<file path="config.mk">
export PLATFORM = sky130hd
export DESIGN_NAME = sum_fifo_flat
export DESIGN_NICKNAME = d
export VERILOG_FILES = /design/src/rtl/sum_fifo_pkg.sv /design/src/rtl/sum_fifo_if.sv /design/src/rtl/sum_fifo_mem.sv /design/src/rtl/sum_fifo.sv /design/src/flat_wrapper.sv
export SDC_FILE = /design/constraint.sdc
export NUM_CORES = 1
export LEC_CHECK = 0
export ABC_AREA = 1
export CAP_MARGIN = 40
export CORE_MARGIN = 2
export CORE_UTILIZATION = 47
export CTS_CLUSTER_DIAMETER = 50
export DETAILED_ROUTE_END_ITERATION = 7
export PLACE_DENSITY_LB_ADDON = 0.2
export SLEW_MARGIN = 20
export SYNTH_ARGS = -nofsm -noshare
export SYNTH_HDL_FRONTEND = slang
export SYNTH_SLANG_ARGS = --single-unit
</file>
<file path="constraint.sdc">
create_clock -name clk -period 1.6 [get_ports clk]
set_clock_uncertainty 0.05 [all_clocks]
set_input_delay 0.32 -clock clk [delete_from_list [all_inputs] [get_ports clk]]
set_output_delay 0.32 -clock clk [all_outputs]
set_load 0.03 [all_outputs]
</file>
<file path="src/rtl/sum_fifo_pkg.sv">
// sum_fifo_pkg: shared constants and types for the adder output buffer.
// Default width/depth, the occupancy counter type, and the drop-counter
// saturation value used by the optional statistics logic.
package sum_fifo_pkg;

    localparam int SUM_WIDTH      = 8;
    localparam int SUM_FIFO_DEPTH = 4;

    // Occupancy runs 0..DEPTH inclusive, so one bit more than a pointer.
    localparam int SUM_CNT_W = $clog2(SUM_FIFO_DEPTH) + 1;
    typedef logic [SUM_CNT_W-1:0] count_t;

    localparam logic [7:0] DROP_CNT_MAX = 8'hFF;

    // Saturating increment for the 8-bit drop counter.
    function automatic logic [7:0] sat_inc8(input logic [7:0] v);
        return (v == DROP_CNT_MAX) ? v : v + 8'd1;
    endfunction

endpackage

</file>
<file path="src/rtl/sum_fifo_if.sv">
// sum_fifo_if: push/pop handshake bundle between the adder, the buffer and
// its consumer. The drop counter exists only when SUM_FIFO_STATS_EN is defined.
//
// Handshake: a transfer happens on a rising edge where valid and ready are
// both high. On the push side the producer never waits, so in_valid with
// in_ready low is a dropped push, not a stall. On the pop side out_data is
// held stable while out_valid is high and out_ready is low.
interface sum_fifo_if
    import sum_fifo_pkg::*;
#(
    parameter int WIDTH = SUM_WIDTH,
    parameter int DEPTH = SUM_FIFO_DEPTH
);

    logic                     in_valid;
    logic [WIDTH-1:0]         in_data;
    logic                     in_ready;
    logic                     out_valid;
    logic [WIDTH-1:0]         out_data;
    logic                     out_ready;
    logic [$clog2(DEPTH):0]   count;
    logic                     ovf;
    logic                     ovf_clr;
`ifdef SUM_FIFO_STATS_EN
    logic [7:0]               drop_cnt;
`endif

`ifdef SUM_FIFO_STATS_EN
    modport slave (
        input  in_valid, in_data, out_ready, ovf_clr,
        output in_ready, out_valid, out_data, count, ovf, drop_cnt
    );
    modport master (
        output in_valid, in_data, out_ready, ovf_clr,
        input  in_ready, out_valid, out_data, count, ovf, drop_cnt
    );
`else
    modport slave (
        input  in_valid, in_data, out_ready, ovf_clr,
        output in_ready, out_valid, out_data, count, ovf
    );
    modport master (
        output in_valid, in_data, out_ready, ovf_clr,
        input  in_ready, out_valid, out_data, count, ovf
    );
`endif

endinterface

</file>
<file path="src/rtl/sum_fifo_mem.sv">
// sum_fifo_mem: DEPTH x WIDTH register array, one synchronous write port and
// one asynchronous read port. Contents are intentionally not reset.
module sum_fifo_mem #(
    parameter int WIDTH  = 8,
    parameter int DEPTH  = 4,
    parameter int ADDR_W = $clog2(DEPTH)
) (
    input  logic              clk,
    input  logic              we,
    input  logic [ADDR_W-1:0] waddr,
    input  logic [WIDTH-1:0]  wdata,
    input  logic [ADDR_W-1:0] raddr,
    output logic [WIDTH-1:0]  rdata
);

    logic [WIDTH-1:0] mem [DEPTH];

    // Write the pushed sum into the slot addressed by the write pointer.
    always_ff @(posedge clk) begin
        if (we) begin
            mem[waddr] <= wdata;
        end
    end

    assign rdata = mem[raddr];

endmodule

</file>
<file path="src/rtl/sum_fifo.sv">
// sum_fifo: registered circular buffer behind the 8-bit operand adder.
// Pushes into a full buffer are dropped and flagged on the sticky ovf bit;
// the upstream adder is never stalled.
// Optional feature macro: SUM_FIFO_STATS_EN adds a saturating drop counter.
// DEPTH must be a power of two and at least 2 so the pointers wrap naturally.
module sum_fifo
    import sum_fifo_pkg::*;
#(
    parameter int WIDTH = SUM_WIDTH,
    parameter int DEPTH = SUM_FIFO_DEPTH
) (
    input  logic        clk,
    input  logic        rst,
    sum_fifo_if.slave   bus
);

    localparam int PTR_W = $clog2(DEPTH);
    localparam int CNT_W = PTR_W + 1;
    localparam logic [CNT_W-1:0] FULL_CNT = CNT_W'(DEPTH);

    logic [PTR_W-1:0] wr_ptr;
    logic [PTR_W-1:0] rd_ptr;
    logic [CNT_W-1:0] count_q;
    logic             ovf_q;

    logic             full;
    logic             empty;
    logic             in_ready;
    logic             push;
    logic             pop;
    logic             drop;
    logic [WIDTH-1:0] rdata;

    // Occupancy flags and handshake qualifiers. in_ready looks through
    // out_ready so a full buffer can still take a push while it is being
    // drained in the same cycle.
    always_comb begin
        full     = (count_q == FULL_CNT);
        empty    = (count_q == '0);
        in_ready = !full || bus.out_ready;
        push     = bus.in_valid && in_ready;
        pop      = !empty && bus.out_ready;
        drop     = bus.in_valid && !in_ready;
    end

    // Pointers, explicit occupancy count and sticky overflow flag.
    always_ff @(posedge clk) begin
        if (rst) begin
            wr_ptr  <= '0;
            rd_ptr  <= '0;
            count_q <= '0;
            ovf_q   <= 1'b0;
        end else begin
            if (push) begin
                wr_ptr <= wr_ptr + PTR_W'(1);
            end
            if (pop) begin
                rd_ptr <= rd_ptr + PTR_W'(1);
            end
            case ({push, pop})
                2'b10:   count_q <= count_q + CNT_W'(1);
                2'b01:   count_q <= count_q - CNT_W'(1);
                default: count_q <= count_q;
            endcase
            // A drop in the same cycle as a clear keeps the flag set.
            if (drop) begin
                ovf_q <= 1'b1;
            end else if (bus.ovf_clr) begin
                ovf_q <= 1'b0;
            end
        end
    end

`ifdef SUM_FIFO_STATS_EN
    logic [7:0] drop_cnt_q;

    // Saturating count of dropped pushes; clear plus drop restarts at one.
    always_ff @(posedge clk) begin
        if (rst) begin
            drop_cnt_q <= 8'd0;
        end else if (drop) begin
            drop_cnt_q <= bus.ovf_clr ? 8'd1 : sat_inc8(drop_cnt_q);
        end else if (bus.ovf_clr) begin
            drop_cnt_q <= 8'd0;
        end
    end

    assign bus.drop_cnt = drop_cnt_q;
`endif

    sum_fifo_mem #(
        .WIDTH (WIDTH),
        .DEPTH (DEPTH)
    ) u_mem (
        .clk   (clk),
        .we    (push && !rst),
        .waddr (wr_ptr),
        .wdata (bus.in_data),
        .raddr (rd_ptr),
        .rdata (rdata)
    );

    assign bus.in_ready  = in_ready;
    assign bus.out_valid = !empty;
    assign bus.out_data  = rdata;
    assign bus.count     = count_q;
    assign bus.ovf       = ovf_q;

endmodule

</file>
<file path="src/flat_wrapper.sv">
// flat-port wrapper written by rule: the top's interface ports become plain ports
module sum_fifo_flat import sum_fifo_pkg::*;
#(
    parameter int WIDTH = SUM_WIDTH,
    parameter int DEPTH = SUM_FIFO_DEPTH
)
  (clk, rst, bus_in_valid, bus_in_data, bus_out_ready, bus_ovf_clr, bus_in_ready, bus_out_valid, bus_out_data, bus_count, bus_ovf);
  sum_fifo_if #(.WIDTH(WIDTH), .DEPTH(DEPTH)) bus_i ();
  input  logic clk;
  input  logic rst;
  input wire logic [$bits(bus_i.in_valid)-1:0] bus_in_valid;
  input wire logic [$bits(bus_i.in_data)-1:0] bus_in_data;
  input wire logic [$bits(bus_i.out_ready)-1:0] bus_out_ready;
  input wire logic [$bits(bus_i.ovf_clr)-1:0] bus_ovf_clr;
  output wire logic [$bits(bus_i.in_ready)-1:0] bus_in_ready;
  output wire logic [$bits(bus_i.out_valid)-1:0] bus_out_valid;
  output wire logic [$bits(bus_i.out_data)-1:0] bus_out_data;
  output wire logic [$bits(bus_i.count)-1:0] bus_count;
  output wire logic [$bits(bus_i.ovf)-1:0] bus_ovf;
  assign bus_i.in_valid = bus_in_valid;
  assign bus_i.in_data = bus_in_data;
  assign bus_i.out_ready = bus_out_ready;
  assign bus_i.ovf_clr = bus_ovf_clr;
  assign bus_in_ready = bus_i.in_ready;
  assign bus_out_valid = bus_i.out_valid;
  assign bus_out_data = bus_i.out_data;
  assign bus_count = bus_i.count;
  assign bus_ovf = bus_i.ovf;
  sum_fifo #(.WIDTH(WIDTH), .DEPTH(DEPTH)) u_core (.clk(clk), .rst(rst), .bus(bus_i));
endmodule
</file>
==> run_results.csv <==
group,metric,value,unit
setup_path,path_buf_inv,1,
timing,tightest_slew,313.8,ps
setup_path,worst_path_max_delay_cell,"dfxtp_2",
clock_network,numCtsBuffers,5,
yosys,yosysTopAreaCell,"edfxtp_1",
worst_hold_path,hold_class,"reg -> reg",
setup_path,worstSetupEndpointType,"register",
yosys,syn_avg_cell_area,11.42,sq um
setup_path,crit_path_frequent_cell,"nand2_1",
yosys,synth_cells,154,
clock_network,cts_tree,"yes",
setup_path,required,1780,ps
clock_network,path_clk_slew,80,ps
timing,finalCritPeriodShare,104.1,%
floorplanning,pin_count,27,
finish,regArea,1175,sq um
routing,via_per_inst,4.833,
place,gp_routability_congestion,0.8108,
finish,synthToLayoutAreaGrowth,41.68,%
timing,period_minus_slack,1665,ps
finish,final_util,68.60,%
routing,drc,0,
clock_network,ctsHtreeMaxLevel,2,
yosys,syn_area,1759,sq um
finish,multi_input_area,583.1,sq um
power,ir_drop,0.8398,mV
run_status,status,"complete, but fails checks",
yosys,ys_seq_area_share,66.00,%
yosys,ys_ff_latch,42,
timing,finalWorstSetupSlack,-65.22,ps
floorplanning,die_area,4248,sq um
grt,grt_usage,17.50,%
floorplanning,initial_core_util,48.42,%
clock_network,cts_root_buf,"clkbuf_8",
routing,detail-route-antenna-nets,0,
finish,n_antenna_cell,0,
yosys,synthTopCellsByArea,"edfxtp_1 55%, dfxtp_1 11%, nor2_1 5.5%, o21ai_0 4.0%, inv_1 3.8%",
finish,drive_above_1_share,38.10,%
grt,grt.overflow.total,0,
job,drv_cap,0,
timing,holdWs,407.8,ps
yosys,syn_nets,173,
grt,grt_pass1_vias,1177,
power,p_leak,0.9840,nW
place,port_buffers,26,
setup_path,max_stage_delay,340,ps
floorplanning,die-width,65.18,microns
timing,finalMaxSlewViolations,0,
routing,vias,1247,
timing,setup_viol_count_final,3,
floorplanning,die_h,65.18,microns
routing,dr.pass1.iters,4,
grt,antenna_found_initial,0,
setup_path,crit_type,"reg -> reg",
grt,grt_pass1_wl,5444,microns
clock_network,clock_path_buffers,2,
floorplanning,core,3633,sq um
setup_path,cp_top_family,"simple AND/OR/NAND/NOR gates",
timing,rsz0062_at_grt,"true",
setup_path,crit_chain,"nor2_4 > nand3_4 > nand2_2 > ha_4 > inv_2 > fa_2 > nand2_1 > nand3_2 > nand2_1 > nand2_1 > nor2_1",
floorplanning,rows,22,
routing,drtIter0Drc,71,
clock_network,clock_latency,290,ps
yosys,synth.distinct_cells,20,
routing,detail_route.wl_per_cell,13.21,microns
finish,fin_cells,258,
place,place_inst,247,
setup_path,cp-start-kind,"register",
power,pwr_density_cell,1464,nW/um^2
grt,grt_max_degree,17,
timing,fmax,0.6005,GHz
run_status,violations,"negative setup slack",
timing,hold_violations,0,
clock_network,numClockSinks,42,
routing,wirelength,3409,microns
timing,relSlewSlack,79.16,%
yosys,yosysWarnings,0,
setup_path,crit_fanout,3,
finish,fill_cells,263,
yosys,synth_top_area_share,54.62,%
setup_path,arrival,1840,ps
finish,fin_nets,228,
place,dp_hpwl,2389,microns
-- worst paths after layout --
| kind | to | cells after the start | slack (ps) | start |
|---|---|---|---|---|
| worst max-delay path | u_core.bus.count[2] | 11 | -70 | u_core.bus.count[0] |
| worst max register to register | u_core.bus.count[2] | 11 | -70 | u_core.bus.count[0] |
| worst min register to register | u_core.bus.ovf | 2 | 410 | u_core.bus.ovf |
| worst min-delay path | u_core.bus.ovf | 2 | 410 | u_core.bus.ovf |
-- Yosys cell counts --
cell type / number
o22ai_1: 8
nand2_1: 14
buf_6: 2
nand3_4: 1
nor2_1: 26
inv_2: 3
nor2_2: 1
inv_1: 18
fa_1: 1
o21ai_2: 3
nor2_4: 1
a21oi_1: 6
nand3_1: 6
dfxtp_1: 10
ha_1: 5
o21ai_0: 14
nand2_4: 1
nand4_1: 1
o21ai_1: 1
edfxtp_1: 32
-- kinds of logic (layout without fill, tap and decap cells) --
| group | after synthesis | count (layout) | share of synthesized area [%] |
|---|---|---|---|
| adders and majority gates | 6 | 6 | 4.694 |
| and+or+nand+nor | 51 | 51 | 13.23 |
| AOI/OAI and AO/OA | 32 | 32 | 10.31 |
| DFF | 42 | 42 | 66.00 |
| buffers and inverters | 23 | 79 | 5.761 |
-- placed cells by master, fill, tap and decap left out, drive strengths merged --
cell type / netlist / layout
buf: 2 / 33
edfxtp: 32 / 32
nor2: 28 / 28
inv: 21 / 22
o21ai: 18 / 18
nand2: 15 / 15
clkdlybuf4s50: 0 / 11
dfxtp: 10 / 10
o22ai: 8 / 8
nand3: 7 / 7
a21oi: 6 / 6
clkbuf: 0 / 6
dlygate4sd2: 0 / 5
ha: 5 / 5
nand4: 1 / 1
fa: 1 / 1
clkinv: 0 / 1
bufinv: 0 / 1
-- worst min-delay path, stage by stage, from the launching register on --
cell     delay (ps)
dfxtp_1         310
nand2_1          60
a21oi_1          50
-- flip-flops by register name, indices dropped and copies added, names as in the netlist, named ones only --
register / count
u_core.bus.count: 3
u_core.bus.ovf: 1
u_core.rd_ptr: 2
u_core.u_mem.mem: 32
u_core.wr_ptr: 2
-- metrics by stage --
step	setup WS (ps)	total power, mW	cell area [sq um]	setup TNS (ps)
final	-65.22	3.648	2492	-117.7
after global placement	-384.2	2.657	2263	-11500
after CTS	-50.17	3.605	2452	-122.2
after floorplan	-187.7	2.161	1793	-319.0
after global routing	-175.9	3.839	2492	-1418
after detailed placement	-438.4	2.687	2263	-12200
-- report_power, final --
group / leakage, nW / internal (mW) / switching, mW
Clock: 0.0585 / 0.467 / 0.361
Combinational: 0.550 / 0.612 / 0.834
Sequential: 0.376 / 1.28 / 0.0914
Total: 0.984 / 2.36 / 1.29
-- per-layer routing --
layer | GRT usage [%] | share of wire (%) | up-vias
met3 | 5.651 | 4.1 | 5
met1 | 23.25 | 47 | 584
li1 | - | - | 638
met5 | 0 | 0 | -
met2 | 27.04 | 47 | 20
met4 | 6.250 | 1.5 | 0
-- layout make-up --
| cell class | count | share of cell area (%) |
|---|---|---|
| multi-input combinational | 89 | 23.39 |
| timing repair buffer | 50 | 18.88 |
| sequential | 42 | 47.14 |
| tap | 48 | 2.410 |
| clock buffer | 5 | 2.761 |
| clock inverter | 3 | 1.757 |
| inverter | 21 | 3.665 |
-- timing repair --
item                                   CTS  global route
hold buffers                             0             0
pin swaps                               14            10
setup endpoints to repair               48            44
buffers inserted                         3             1
resized for setup                       36            13
endpoints found under the hold margin    0             0
(Power assumes the default switching activity.)
